==> src/rtl/host_bus_arbiter_if.sv <==
// host_bus_arbiter_if: command/status bundle between the arbiter and the AXI master host bus
//   master modport (arbiter side): drives m_size/m_addr/m_wdata/m_rw/m_clear, samples m_wait/m_done/m_error/m_invalid/m_rdata
//   slave modport (host bus side): the mirror image
interface host_bus_arbiter_if;
   logic [2:0]  m_size;
   logic [31:0] m_addr;
   logic [63:0] m_wdata;
   logic [1:0]  m_rw;
   logic        m_clear;
   logic        m_wait;
   logic        m_done;
   logic        m_error;
   logic        m_invalid;
   logic [63:0] m_rdata;
   modport master (output m_size, m_addr, m_wdata, m_rw, m_clear,
                   input  m_wait, m_done, m_error, m_invalid, m_rdata);
   modport slave  (input  m_size, m_addr, m_wdata, m_rw, m_clear,
                   output m_wait, m_done, m_error, m_invalid, m_rdata);
endinterface

==> src/rtl/host_bus_arbiter.sv <==
// host_bus_arbiter: round-robin arbiter funnelling N_REQ requesters onto one AXI master host bus, one command at a time
//   i_clk/i_rst_n: clock, async active-low reset
//   i_req_*: per-requester valid/rw/size/addr/wdata; o_req_ready/o_req_done: one-hot accept/completion pulses
//   o_req_error/o_req_invalid: status alongside o_req_done; o_rdata: last read data; o_busy: not idle
//   bus: command/status to the host bus
module host_bus_arbiter #(
   parameter int N_REQ = 2
) (
   input  logic                  i_clk,
   input  logic                  i_rst_n,
   input  logic [N_REQ-1:0]      i_req_valid,
   input  logic [2*N_REQ-1:0]    i_req_rw,
   input  logic [3*N_REQ-1:0]    i_req_size,
   input  logic [32*N_REQ-1:0]   i_req_addr,
   input  logic [64*N_REQ-1:0]   i_req_wdata,
   output logic [N_REQ-1:0]      o_req_ready,
   output logic [N_REQ-1:0]      o_req_done,
   output logic                  o_req_error,
   output logic                  o_req_invalid,
   output logic [63:0]           o_rdata,
   output logic                  o_busy,
   host_bus_arbiter_if.master    bus
);
   localparam int IW = (N_REQ > 2) ? 2 : 1;
   localparam logic [1:0] S_IDLE  = 2'd0;
   localparam logic [1:0] S_ISSUE = 2'd1;
   localparam logic [1:0] S_WAIT  = 2'd2;
   localparam logic [1:0] S_CLEAR = 2'd3;
   logic [1:0]    state;
   logic [IW-1:0] r_last, r_gnt, gnt_idx;
   logic [IW:0]   cand;
   logic          gnt_any;
   logic [1:0]    r_rw, g_rw;
   logic [2:0]    r_size, g_size;
   logic [31:0]   r_addr, g_addr;
   logic [63:0]   r_wdata, g_wdata;
   logic          r_err, r_inv;
   logic          rw_ok, m_fin;
   // Scan from farthest to nearest so the requester closest after r_last wins.
   always_comb begin
      gnt_any = 1'b0;
      gnt_idx = '0;
      cand    = '0;
      for (int k = N_REQ; k >= 1; k--) begin
         cand = {1'b0, r_last} + (IW+1)'(k);
         cand = (cand >= (IW+1)'(N_REQ)) ? cand - (IW+1)'(N_REQ) : cand;
         if (i_req_valid[cand[IW-1:0]]) begin
            gnt_any = 1'b1;
            gnt_idx = cand[IW-1:0];
         end
      end
   end
   always_comb begin
      g_rw    = '0;
      g_size  = '0;
      g_addr  = '0;
      g_wdata = '0;
      for (int i = 0; i < N_REQ; i++)
         if (gnt_idx == IW'(i)) begin
            g_rw    = i_req_rw[2*i +: 2];
            g_size  = i_req_size[3*i +: 3];
            g_addr  = i_req_addr[32*i +: 32];
            g_wdata = i_req_wdata[64*i +: 64];
         end
   end
   assign rw_ok         = r_rw[1] ^ r_rw[0];
   assign m_fin         = ~bus.m_wait & bus.m_done;
   // Ready is gated by reset so a held valid cannot leak an accept while in reset.
   assign o_req_ready   = (i_rst_n && state == S_IDLE && gnt_any) ? N_REQ'(1) << gnt_idx : '0;
   assign o_req_done    = (state == S_CLEAR) ? N_REQ'(1) << r_gnt : '0;
   assign o_req_error   = (state == S_CLEAR) & r_err;
   assign o_req_invalid = (state == S_CLEAR) & r_inv;
   assign o_busy        = state != S_IDLE;
   assign bus.m_rw      = (state == S_ISSUE && rw_ok) ? r_rw : 2'b00;
   assign bus.m_clear   = state == S_CLEAR;
   assign bus.m_size    = r_size;
   assign bus.m_addr    = r_addr;
   assign bus.m_wdata   = r_wdata;
   always_ff @(posedge i_clk or negedge i_rst_n)
      if (!i_rst_n) begin
         state   <= S_IDLE;
         r_last  <= IW'(N_REQ-1);
         r_gnt   <= '0;
         r_rw    <= '0;
         r_size  <= '0;
         r_addr  <= '0;
         r_wdata <= '0;
         r_err   <= 1'b0;
         r_inv   <= 1'b0;
         o_rdata <= '0;
      end else
         case (state)
            S_IDLE:
               if (gnt_any) begin
                  r_gnt   <= gnt_idx;
                  r_last  <= gnt_idx;
                  r_rw    <= g_rw;
                  r_size  <= g_size;
                  r_addr  <= g_addr;
                  r_wdata <= g_wdata;
                  state   <= S_ISSUE;
               end
            S_ISSUE, S_WAIT:
               if (state == S_ISSUE && !rw_ok) begin
                  r_err <= 1'b1;
                  r_inv <= 1'b1;
                  state <= S_CLEAR;
               end else if (m_fin) begin
                  r_err   <= bus.m_error;
                  r_inv   <= bus.m_invalid;
                  o_rdata <= (r_rw == 2'b10) ? bus.m_rdata : o_rdata;
                  state   <= S_CLEAR;
               end else if (bus.m_wait)
                  state <= S_WAIT;
            default:
               state <= S_IDLE;
         endcase
endmodule

==> src/flat_wrapper.sv <==
// flat-port wrapper written by rule: the top's interface ports become plain ports
module host_bus_arbiter_flat 
#(
   parameter int N_REQ = 2
)
  (i_clk, i_rst_n, i_req_valid, i_req_rw, i_req_size, i_req_addr, i_req_wdata, o_req_ready, o_req_done, o_req_error, o_req_invalid, o_rdata, o_busy, bus_m_size, bus_m_addr, bus_m_wdata, bus_m_rw, bus_m_clear, bus_m_wait, bus_m_done, bus_m_error, bus_m_invalid, bus_m_rdata);
  host_bus_arbiter_if bus_i ();
  input  logic i_clk;
  input  logic i_rst_n;
  input  logic [N_REQ-1:0] i_req_valid;
  input  logic [2*N_REQ-1:0] i_req_rw;
  input  logic [3*N_REQ-1:0] i_req_size;
  input  logic [32*N_REQ-1:0] i_req_addr;
  input  logic [64*N_REQ-1:0] i_req_wdata;
  output logic [N_REQ-1:0] o_req_ready;
  output logic [N_REQ-1:0] o_req_done;
  output logic o_req_error;
  output logic o_req_invalid;
  output logic [63:0] o_rdata;
  output logic o_busy;
  output wire logic [$bits(bus_i.m_size)-1:0] bus_m_size;
  output wire logic [$bits(bus_i.m_addr)-1:0] bus_m_addr;
  output wire logic [$bits(bus_i.m_wdata)-1:0] bus_m_wdata;
  output wire logic [$bits(bus_i.m_rw)-1:0] bus_m_rw;
  output wire logic [$bits(bus_i.m_clear)-1:0] bus_m_clear;
  input wire logic [$bits(bus_i.m_wait)-1:0] bus_m_wait;
  input wire logic [$bits(bus_i.m_done)-1:0] bus_m_done;
  input wire logic [$bits(bus_i.m_error)-1:0] bus_m_error;
  input wire logic [$bits(bus_i.m_invalid)-1:0] bus_m_invalid;
  input wire logic [$bits(bus_i.m_rdata)-1:0] bus_m_rdata;
  assign bus_m_size = bus_i.m_size;
  assign bus_m_addr = bus_i.m_addr;
  assign bus_m_wdata = bus_i.m_wdata;
  assign bus_m_rw = bus_i.m_rw;
  assign bus_m_clear = bus_i.m_clear;
  assign bus_i.m_wait = bus_m_wait;
  assign bus_i.m_done = bus_m_done;
  assign bus_i.m_error = bus_m_error;
  assign bus_i.m_invalid = bus_m_invalid;
  assign bus_i.m_rdata = bus_m_rdata;
  host_bus_arbiter #(.N_REQ(N_REQ)) u_core (.i_clk(i_clk), .i_rst_n(i_rst_n), .i_req_valid(i_req_valid), .i_req_rw(i_req_rw), .i_req_size(i_req_size), .i_req_addr(i_req_addr), .i_req_wdata(i_req_wdata), .o_req_ready(o_req_ready), .o_req_done(o_req_done), .o_req_error(o_req_error), .o_req_invalid(o_req_invalid), .o_rdata(o_rdata), .o_busy(o_busy), .bus(bus_i));
endmodule
==> config.mk <==
export PLATFORM = sky130hd
export DESIGN_NAME = host_bus_arbiter_flat
export DESIGN_NICKNAME = d
export VERILOG_FILES = /design/src/rtl/host_bus_arbiter_if.sv /design/src/rtl/host_bus_arbiter.sv /design/src/flat_wrapper.sv
export SDC_FILE = /design/constraint.sdc
export NUM_CORES = 1
export LEC_CHECK = 0
export BUFFER_PORTS_ARGS = -buffer_cell sky130_fd_sc_hd__clkbuf_2
export CORE_AREA = 2 2 172 174
export CTS_BUF_LIST = sky130_fd_sc_hd__clkbuf_16
export CTS_CLUSTER_DIAMETER = 100
export DETAILED_ROUTE_END_ITERATION = 12
export DIE_AREA = 0 0 174 176
export SLEW_MARGIN = 20
export SYNTH_ARGS = -nofsm -noshare
export SYNTH_HDL_FRONTEND = slang
export SYNTH_SLANG_ARGS = --single-unit
==> constraint.sdc <==
create_clock -name i_clk -period 3.6 [get_ports i_clk]
set_clock_uncertainty 0.1 [all_clocks]
set_input_delay 0.36 -clock i_clk [delete_from_list [all_inputs] [get_ports i_clk]]
set_output_delay 0.36 -clock i_clk [all_outputs]
set_load 0.05 [all_outputs]
After elaboration in Yosys (flattened, before gate mapping)
Cells that the tools add are included.
{"block": "classes", "n_addsub": 4, "n_lt_le_gt_ge": 4, "eq_ne": 6, "shifts": 2, "n_mux": 26, "bitwise": 6, "reduce_logical": 13}
{"op": "$mux W64", "n": 1}
{"op": "$mux W32", "n": 1}
{"op": "$mux W2", "n": 8}
{"op": "$mux W1", "n": 14}
{"op": "$eq A2 B2 Y1 const B", "n": 3}
{"op": "$reduce_and A2 Y1", "n": 3}
{"op": "$ge A2 B2 Y1 const B", "n": 2}
{"op": "$logic_and A1 B1 Y1", "n": 4}
{"op": "$lt A1 B2 Y1 const B", "n": 2}
{"op": "$ne A4 B2 Y1 const B", "n": 1}
{"op": "$pmux W2 S2", "n": 1}
{"op": "$reduce_and A4 Y1", "n": 1}
{"op": "$reduce_bool A2 Y1", "n": 2}
{"op": "$shl A1 B1 Y2 const A", "n": 2}
{"op": "$and A1 B1 Y1", "n": 3}
{"op": "$mux W3", "n": 1}
{"op": "$add A1 B1 Y2 const B", "n": 1}
{"op": "$add A1 B2 Y2 const B", "n": 1}
{"op": "$eq A2 B1 Y1 const B", "n": 1}
{"op": "$logic_not A2 Y1", "n": 1}
{"op": "$ne A2 B1 Y1 const B", "n": 1}
{"op": "$not A1 Y1", "n": 2}
{"op": "$reduce_or A2 Y1", "n": 1}
{"op": "$sub A1 B1 Y1 const B", "n": 2}
{"op": "2 further kinds", "n": 2}
{"block": "word_totals", "regBits": 171, "inputBits": 274, "output_inout_bits": 173, "elab_cells": 71}

Depth between registers and ports, before layout
Gate-level depths: netlist of the first run.
{"block": "logic_depth", "depth_word": 9, "mapped_depth": 8}

Least setup slack after synthesis of the first run
Ideal clock, no wire load.
{"block": "synth_path", "path_type": "register to output", "startpoint": "reg u_core.r_rw[1]", "endpoint": "out bus_m_rw[0]", "arrival_time_ns": 1.841, "path_slack_ns": 1.299, "stages_incl_launch_ff": 3, "n_path_buf": 0, "cell_sequence": "dfrtp_1 > ha_1 > nor3b_1"}
{"block": "synth_via", "elab_chain_cells": 3}
{"item": "start: declaration", "line": "host_bus_arbiter.sv:33", "rtl": "logic [1:0] r_rw, g_rw;"}
{"item": "start signal: assignment", "line": "host_bus_arbiter.sv:97", "rtl": "r_rw <= g_rw;"}
{"item": "$xor A1 B1 Y1", "line": "host_bus_arbiter.sv:66", "rtl": "assign rw_ok = r_rw[1] ^ r_rw[0];"}
{"item": "$logic_and A1 B1 Y1", "line": "host_bus_arbiter.sv:74", "rtl": "assign bus.m_rw = (state == S_ISSUE && rw_ok) ? r_rw : 2'b00;"}
{"item": "$mux W2", "line": "host_bus_arbiter.sv:74"}
{"item": "end: declaration", "line": "flat_wrapper.sv:24", "rtl": "output wire logic [$bits(bus_i.m_rw)-1:0] bus_m_rw;"}
Every way passes these cells.

Final worst setup path of the first run
{"block": "layout_path", "startpoint": "reg u_core.state[0]", "endpoint": "out o_req_ready[0]"}
{"block": "layout_via", "elab_chain_cells": 4}
{"item": "start: declaration", "line": "host_bus_arbiter.sv:29", "rtl": "logic [1:0] state;"}
{"item": "start signal: assignment", "line": "host_bus_arbiter.sv:81", "rtl": "state <= S_IDLE;"}
{"item": "start signal: assignment", "line": "host_bus_arbiter.sv:101", "rtl": "state <= S_ISSUE;"}
{"item": "start signal: assignment", "line": "host_bus_arbiter.sv:107", "rtl": "state <= S_CLEAR;"}
{"item": "$logic_not A2 Y1", "line": "host_bus_arbiter.sv:69", "rtl": "assign o_req_ready = (i_rst_n && state == S_IDLE && gnt_any) ? N_REQ'(1) << gnt_idx : '0;"}
{"item": "$logic_and A1 B1 Y1 (2 in series)", "line": "host_bus_arbiter.sv:69"}
{"item": "$mux W2", "line": "host_bus_arbiter.sv:69"}
{"item": "end: declaration", "line": "flat_wrapper.sv:15", "rtl": "output logic [N_REQ-1:0] o_req_ready;"}
Every way passes these cells.

==> impl_metrics.csv, run 1 <==
group,metric,value,unit
outcome,status,"completed",
worst_setup_path,cp.arrival,2320,ps
drt,maxUsedRoutingLayer,"met4",
finish,finish.utilization,36.9,%
drt,wl_met1,10.6,mm
flow_run,max_cap_violations,0,
drt,drt_iter0_drc,359,
worst_setup_path,critPathMaxFanout,36,
worst_setup_path,path_cells,"inv_1, ha_1, o21a_4, and3_1, clkbuf_2",
cts,clock_latency,420,ps
drt,ant_nets,0,
timing,tightest_slew,815,ps
drt,routedWlPerCell,16.5,um
timing,relSlewSlack,45.7,%
pwr,power_leakage,5.50,nW
worst_setup_path,worst-setup-path-type,"reg -> out",
worst_setup_path,timing.rr.start,"u_core.state[0]",
floorplan,core-area,28500,um2
yosys,ys_types,32,
worst_setup_path,cp_slowest_cell,"o21a_4",
yosys,postSynthCellCount,735,
yosys,netlist_area,7410,um2
timing,max_freq,360,MHz
timing,finalCriticalPeriod,2780,ps
hold_path,hold_class,"in -> reg",
drt,via_count,7003,
worst_setup_path,reg2reg_to,"u_core.o_rdata[31]",
grt,grt_pass1_vias,7112,
yosys,ys_seq_area_share,57.8,%
cts,cts_resized,0,
cts,cts_setup_buffers,0,
pwr,p_per_area,1130,nW/um2
worst_setup_path,r2r_cells,5,
floorplan,fp-row-count,62,
cts,clockBufferDepth,2,
pwr,max-vdd-ir-drop,560,uV
yosys,synth-async-reset-ratio,100,%
cts,cts_tree,"built",
grt,grt_pass1_wl,40.0,mm
drt,drt-total-wl,25.7,mm
cts,numCtsBuffers,17,
worst_setup_path,cpPeakStageDelay,500,ps
yosys,synth_fp_nets,1013,
timing,finalHoldViolCount,0,
placed_design,routabilityCongestion,0.805,
worst_setup_path,endpoint_kind,"output pin",
cts,cts_root_buffer,"clkbuf_16",
timing,finalSetupViolations,0,
finish,layout_commonest_cell,"clkbuf_2",
drt,routed-wl-met3,1.97,mm
grt,grt_start_max_net_pins,69,
worst_setup_path,crit_start,"u_core.state[0]",
finish,filler_cell_count,2973,
timing,fin_crit_sh,77.1,%
pwr,internal-power,5.49,mW
cts,cts.sinks,171,
yosys,ys.warnings.count,0,
timing,finalSetupTns,0,ps
placed_design,io_buffers,446,
drt,dr_wl_met2,12.6,mm
pwr,combPwrFrac,56.6,%
timing,rsz0062_at_grt,"no",
floorplan,initial_core_util,26.0,%
cts,h-tree-depth,4,
pwr,switching_share,54.0,%
cts,clk_pin_slew,70,ps
pwr,seqPwrFrac,28.6,%
worst_setup_path,r2r_slack,1110,ps
timing,maxSlewViolCount,0,
yosys,ys.flop_type,"dfrtp_1",
grt,antenna_found_initial,1,
floorplan,die_w,174,um
placed_design,dp_hpwl,18.9,mm
worst_setup_path,cp.required,3140,ps
yosys,avgSynthCellArea,10.1,um2
cts,cts_hold_buf,1,
worst_setup_path,crit_end,"o_req_ready[0]",
drt,dr.pass1.iters,5,
drt,drc,0,
finish,num_antenna_cells,0,
finish,mostFrequentLayoutCells,"445 x clkbuf_2, 205 x a21oi_1, 170 x dfrtp_1",
worst_setup_path,startpoint_type,"register",
placed_design,dpl_cell_area,9980,um2
floorplan,io_pins,447,
yosys,synth-seq-cells,171,
grt,grt_overflow,0,
finish,layoutNonFillerInstCount,1558,
finish,layout-drive-gt1-share,47.5,%
placed_design,dp_cells,1526,
finish,area_growth,42.3,%
yosys,synth-edff-count,0,
floorplan,dieArea,30600,um2
drt,viasPerCell,4.49,
finish,design_area,10500,um2
pwr,p_switching,6.44,mW
pwr,clockPowerShare,14.8,%
finish,final_nets,1440,
floorplan,die_h,176,um
grt,grt.total_usage,16.7,%
power by group through the flow:
stage	sequential, mW	clock, mW	combinational (mW)
global placement	3.42	0	6.76
floorplan	6.48	0	1.98
CTS	3.42	1.83	6.83
finish	3.42	1.76	6.75
detailed placement	3.43	0	6.82
global route	3.54	1.92	7.20
worst min path at each step:
| stage | start | endpoint | slack (ps) | depth (start not counted) |
|---|---|---|---|---|
| after floorplan | i_rst_n | u_core.bus.m_addr[0] | -40 | 0 |
| after global placement | i_rst_n | u_core.o_rdata[27] | 280 | 1 |
| after detailed placement | i_rst_n | u_core.o_rdata[2] | 280 | 1 |
| after CTS | i_req_wdata[43] | u_core.bus.m_wdata[43] | 10 | 3 |
| after global routing | i_req_wdata[43] | u_core.bus.m_wdata[43] | 20 | 3 |
| final | i_req_wdata[58] | u_core.bus.m_wdata[58] | 40 | 3 |
flip-flops by register name, summed over array words and instances (netlist names), 2 cells and up:
| name | cells |
|---|---|
| u_core.bus.m_addr | 32 |
| u_core.bus.m_size | 3 |
| u_core.bus.m_wdata | 64 |
| u_core.o_rdata | 64 |
| u_core.r_rw | 2 |
| u_core.state | 2 |
layout make-up:
cell class                 count  area, um2  area share, %
clock buffer                  17        425           4.04
clock inverter                14        125           1.19
multi-input combinational    508       2870           27.2
inverter                       4       15.0          0.142
sequential                   171       4280           40.6
timing repair buffer         460       2350           22.3
tap                          384        480           4.56
cells in the mapped netlist, types with 3 or more instances:
cell type / instances / share of area, %
a21oi_1: 205 / 14
dfrtp_1: 170 / 57
nand2_1: 103 / 5.2
nor2_1: 103 / 5.2
mux2_2: 51 / 7.8
clkbuf_1: 23 / 1.2
buf_2: 21 / 1.4
mux2_4: 13 / 2.6
clkbuf_8: 6 / 1.1
ha_1: 4 / 0.68
inv_1: 4 / 0.20
and2_1: 3 / 0.25
nor3b_1: 3 / 0.30
o21ai_0: 3 / 0.20
cells by family after synthesis:
family / Yosys count / share of synthesized area [%]
AND/OR/NAND/NOR: 221 / 12.0
AO/OA/AOI/OAI: 219 / 15.1
flip-flops: 171 / 57.8
multiplexers: 64 / 10.4
buffers and inverters: 56 / 4.00
adder cells (fa/ha/maj): 4 / 0.676
critical path, delay by kind of cell, from the launching register on:
| kind | cells | cell delay [ps] |
|---|---|---|
| AO/OA/AOI/OAI | 1 | 500 |
| flip-flops | 1 | 410 |
| adder cells (fa/ha/maj) | 1 | 390 |
| buffers and inverters | 2 | 360 |
| AND/OR/NAND/NOR | 1 | 220 |
metrics by stage:
stage,hold WS [ps],setup slack [ps],power [mW]
after floorplan,-35.6,1300,8.46
after global placement,283,1120,10.2
after detailed placement,280,1080,10.3
after CTS,10.1,766,12.1
after global routing,19.9,616,12.7
final,36.8,823,11.9
routing by layer:
| layer | up-vias | GRT usage (%) |
|---|---|---|
| met5 | - | 0 |
| met4 | 0 | 5.01 |
| met3 | 26 | 4.84 |
| met2 | 335 | 28.1 |
| met1 | 3306 | 20.8 |
| li1 | 3336 | - |
No activity file was read; power rests on OpenSTA's default activity.
==> inputs of run 2 (changes only) <==
- CORE_AREA: 2 2 172 174 -> 2 2 173 175
- DIE_AREA: 0 0 174 176 -> 0 0 175 177
- clock period: 3.6 -> 2.35 ns (I/O delays scaled with it)
==> run 2 against run 1 <==
Via count up 18%. Sequential power up 54%. Cell count up 17%. Combinational power up 76%. Register-to-register slack worse by 970 ps. Critical path type unchanged. Critical endpoint is now bus_m_rw[0]. Largest cell class is now buffers. Highest routed layer unchanged.
==> impl_metrics.csv, run 2 (synthesized netlist as in run 1, its figures left out) <==
group,metric,value,unit
timing,finalSetupTns,0,ps
drt,dr.pass1.iters,4,
cts,h-tree-depth,4,
grt,grt_pass1_vias,8607,
grt,grt_overflow,0,
grt,grt.total_usage,18.4,%
timing,tightest_slew,554,ps
finish,layout-drive-gt1-share,39.5,%
timing,setup_ws,88.5,ps
cts,cts_tree,"built",
placed_design,dp_hpwl,18.3,mm
floorplan,core-area,29200,um2
drt,drc,0,
cts,clockBufferDepth,2,
timing,maxSlewViolCount,0,
hold_path,whs_path_depth,3,
cts,cts.sinks,171,
flow_run,max_cap_violations,0,
timing,fin_crit_sh,96.2,%
finish,mostFrequentLayoutCells,"445 x clkbuf_2, 254 x dlygate4sd3_1, 205 x a21oi_1",
placed_design,routabilityCongestion,0.816,
placed_design,dp_slack,306,ps
grt,grt_pass1_wl,44.9,mm
finish,filler_cell_count,2664,
worst_setup_path,critPathMaxFanout,4,
timing,max_freq,442,MHz
worst_setup_path,worst-setup-path-type,"reg -> out",
cts,clk_pin_slew,70,ps
floorplan,initial_core_util,25.3,%
hold_path,hold_class,"in -> reg",
floorplan,io_pins,447,
grt,grt_start_max_net_pins,91,
floorplan,die_h,177,um
worst_setup_path,startpoint_type,"register",
placed_design,io_buffers,446,
pwr,power,20.0,mW
worst_setup_path,r2r_cells,7,
timing,finalHoldViolCount,0,
floorplan,die_w,175,um
timing,relSlewSlack,63.0,%
worst_setup_path,endpoint_kind,"output pin",
cts,numCtsBuffers,17,
pwr,p_per_area,1510,nW/um2
drt,drt_iter0_drc,335,
finish,layout_commonest_cell,"clkbuf_2",
finish,regArea,4280,um2
timing,timing.hold.ws,26.1,ps
drt,drt-total-wl,29.1,mm
drt,via_count,8232,
cts,clock_latency,420,ps
grt,antenna_found_initial,4,
finish,multiInputGateArea,2880,um2
floorplan,fp-row-count,63,
cts,cts_root_buffer,"clkbuf_16",
drt,ant_nets,0,
timing,finalSetupViolations,0,
pwr,power_leakage,6.60,nW
worst_setup_path,cp.required,2020,ps
finish,area_growth,79.1,%
timing,finalCriticalPeriod,2260,ps
finish,final_nets,1697,
timing,rsz0062_at_grt,"no",
worst_setup_path,cp.arrival,1930,ps
worst_setup_path,r2r_slack,140,ps
floorplan,dieArea,31000,um2
pwr,max-vdd-ir-drop,814,uV
drt,viasPerCell,4.51,
drt,routedWlPerCell,15.9,um
cts,cts_setup_buffers,0,
outcome,status,"completed",
[run 2: per-stage QoR]
stage	utilization, %	cells	instance area [um2]
final	45.4	1825	13300
after global routing	45.4	1824	13300
after CTS	45.2	1822	13200
after detailed placement	34.6	1536	10100
after global placement	34.6	1536	10100
after floorplan	-	735	7410
[run 2: where the power goes]
group	total, mW	internal (mW)	leakage, nW	switching (mW)
sequential	5.26	4.41	2.00	0.852
clock	2.85	1.50	0.277	1.35
combinational	11.9	3.75	4.33	8.12
total	20.0	9.66	6.60	10.3
[run 2: layout make-up]
class	count	share of cell area, %
inverters	4	0.113
repair buffers	717	37.8
diodes	3	0.0566
flip-flops and latches	171	32.3
clock inverters	15	1.19
well taps	390	3.68
clock buffers	17	3.21
multi-input cells	508	21.7
[run 2: worst paths after layout]
kind | endpoint | start
min | u_core.bus.m_wdata[54] | i_req_wdata[118]
max reg2reg | u_core.bus.m_wdata[55] | u_core.state[0]
min reg2reg | u_core.o_rdata[4] | u_core.o_rdata[4]
min in group asynchronous | u_core.o_rdata[11] | i_rst_n
max in group asynchronous | u_core.bus.m_addr[7] | i_rst_n
max | bus_m_rw[0] | u_core.r_rw[1]
[run 2: worst max-delay path, cell delays in order, from the launching register on]
cell and delay [ps]:
dfrtp_1 420, ha_1 330, nor3b_1 380, clkbuf_2 370
[run 2: per-layer routing]
layer	wire length [um]	share of wire, %	track usage, %	up-vias
li1	-	-	-	3854
met1	11600	40	21.0	3927
met2	14300	49	31.3	380
met3	2130	7.3	5.56	71
met4	1070	3.7	9.06	0
met5	0	0	0	-
[run 2: timing repair]
action / in CTS / in global routing
hold buffers: 254 / 0
gates resized for setup: 0 / 5
endpoints found under the hold margin: 229 / 0
endpoints found under the setup margin: 0 / 54
==> inputs of run 3 (changes only) <==
- CORE_AREA: 2 2 173 175 -> 2 2 175 177
- DIE_AREA: 0 0 175 177 -> 0 0 177 179
==> run 3 against run 2 <==
First-iteration DRC count grew 18%. Via count grew 1.1%. Die area grew 2.3%. Critical endpoint is now u_core.bus.m_addr[10]. Largest power group unchanged.
==> impl_metrics.csv, run 3 (synthesized netlist as in run 1, its figures left out) <==
group,metric,value,unit
outcome,status,"completed",
placed_design,io_buffers,446,
floorplan,fp-row-count,64,
grt,grt_overflow,0,
placed_design,routabilityCongestion,0.788,
floorplan,dieArea,31700,um2
drt,ant_nets,0,
hold_path,hold_class,"in -> reg",
cts,cts_root_buffer,"clkbuf_16",
grt,grt_start_max_net_pins,99,
floorplan,die_h,179,um
finish,regArea,4280,um2
timing,fin_crit_sh,94.1,%
drt,routedWlPerCell,16.4,um
pwr,power_leakage,6.66,nW
grt,grt_pass1_wl,44.2,mm
timing,max_freq,452,MHz
finish,design_area,13400,um2
drt,via_count,8325,
timing,tightest_slew,640,ps
finish,area_growth,80.3,%
drt,drc,0,
finish,final_nets,1708,
worst_setup_path,startpoint_type,"register",
cts,cts_tree,"built",
timing,finalSetupViolations,0,
finish,mostFrequentLayoutCells,"445 x clkbuf_2, 253 x dlygate4sd3_1, 205 x a21oi_1",
finish,layout_commonest_cell,"clkbuf_2",
placed_design,dp_hpwl,18.9,mm
worst_setup_path,r2r_slack,140,ps
cts,clk_pin_slew,80,ps
timing,maxSlewViolCount,0,
placed_design,dpl_cell_area,10100,um2
pwr,p_per_area,1500,nW/um2
finish,multiInputGateArea,2890,um2
drt,drt-total-wl,30.1,mm
floorplan,die_w,177,um
pwr,max-vdd-ir-drop,841,uV
drt,viasPerCell,4.53,
cts,numCtsBuffers,17,
worst_setup_path,critPathMaxFanout,49,
finish,layout-drive-gt1-share,40.1,%
timing,finalCriticalPeriod,2210,ps
worst_setup_path,cp.arrival,2470,ps
floorplan,io_pins,447,
grt,grt_pass1_vias,8609,
floorplan,core-area,30000,um2
cts,h-tree-depth,4,
worst_setup_path,worst-setup-path-type,"reg -> reg",
drt,dr.pass1.iters,4,
grt,antenna_found_initial,2,
worst_setup_path,cp.required,2610,ps
timing,relSlewSlack,57.3,%
timing,finalSetupTns,0,ps
timing,finalHoldViolCount,0,
cts,clock_latency,420,ps
cts,cts.sinks,171,
timing,rsz0062_at_grt,"no",
floorplan,initial_core_util,24.7,%
drt,drt_iter0_drc,395,
worst_setup_path,endpoint_kind,"register",
cts,clockBufferDepth,2,
finish,filler_cell_count,2740,
flow_run,max_cap_violations,0,
grt,grt.total_usage,17.9,%
## run 3: cell types whose count changed in the layout (fill, tap and decap cells not counted), sizes merged
cell         before  now
clkinvlp          4    3
dlygate4sd3     254  253
inv              12    8
clkinv            2    6
o21ai             4    5
buf              18   28
clkbuf          462  463
diode             3    1
## run 3: metrics by stage
| step | total power, mW | cells | hold WS, ps | setup WS, ps | utilization, % |
|---|---|---|---|---|---|
| after floorplan | 13.0 | 735 | -161 | 174 | - |
| after global placement | 15.7 | 1541 | 119 | 380 | 33.7 |
| after detailed placement | 15.8 | 1541 | 117 | 361 | 33.7 |
| after CTS | 19.8 | 1825 | 2.28 | 10.9 | 44.0 |
| after global routing | 21.2 | 1838 | 21.8 | 15.0 | 44.5 |
| final | 20.0 | 1839 | 13.6 | 139 | 44.5 |
## run 3: path summary, 6_finish.rpt
path,start,to,cells after the start
min in group asynchronous,i_rst_n,u_core.r_last,2
worst max register to register,u_core.r_last,u_core.bus.m_addr[10],5
max in group asynchronous,i_rst_n,u_core.bus.m_wdata[43],4
worst min-delay path,i_req_wdata[90],u_core.bus.m_wdata[26],3
worst min register to register,u_core.r_gnt,u_core.r_gnt,2
worst max-delay path,u_core.r_last,u_core.bus.m_addr[10],5
## run 3: layout make-up
| cell class | instances | share of cell area [%] |
|---|---|---|
| inverter | 4 | 0.112 |
| tap | 396 | 3.71 |
| clock buffer | 17 | 3.18 |
| multi-input combinational | 509 | 21.7 |
| clock inverter | 14 | 1.06 |
| antenna | 1 | 0.0187 |
| timing repair buffer | 727 | 38.2 |
| sequential | 171 | 32.0 |
## run 3: timing repair
item	4_1_cts	5_1_grt
cloned	0	2
setup buffers	0	11
hold endpoints to repair	288	0
resized for setup	1	4
hold buffers	253	0
endpoints found under the setup margin	1	51
## run 3: power breakdown
| group | switching (mW) | internal [mW] | total, mW |
|---|---|---|---|
| sequential | 0.866 | 4.41 | 5.27 |
| clock | 1.28 | 1.48 | 2.76 |
| combinational | 8.20 | 3.80 | 12.0 |
| total | 10.3 | 9.69 | 20.0 |
## run 3: metal layers
layer  vias to the layer above  routed length, um  global-route usage [%]
met5                         -                 12                       0
met4                         2                887                    7.71
met3                        51               2400                    5.49
met2                       396              15100                    30.9
met1                      4005              11700                    20.5
li1                       3871                  -                       -
## run 3: worst max-delay path: stages (launching register included)
cell           delay, ps
dfstp_2              400
a21boi_4             170
buf_4                500
a21oi_1              150
a21oi_1              180
dlygate4sd3_1        590
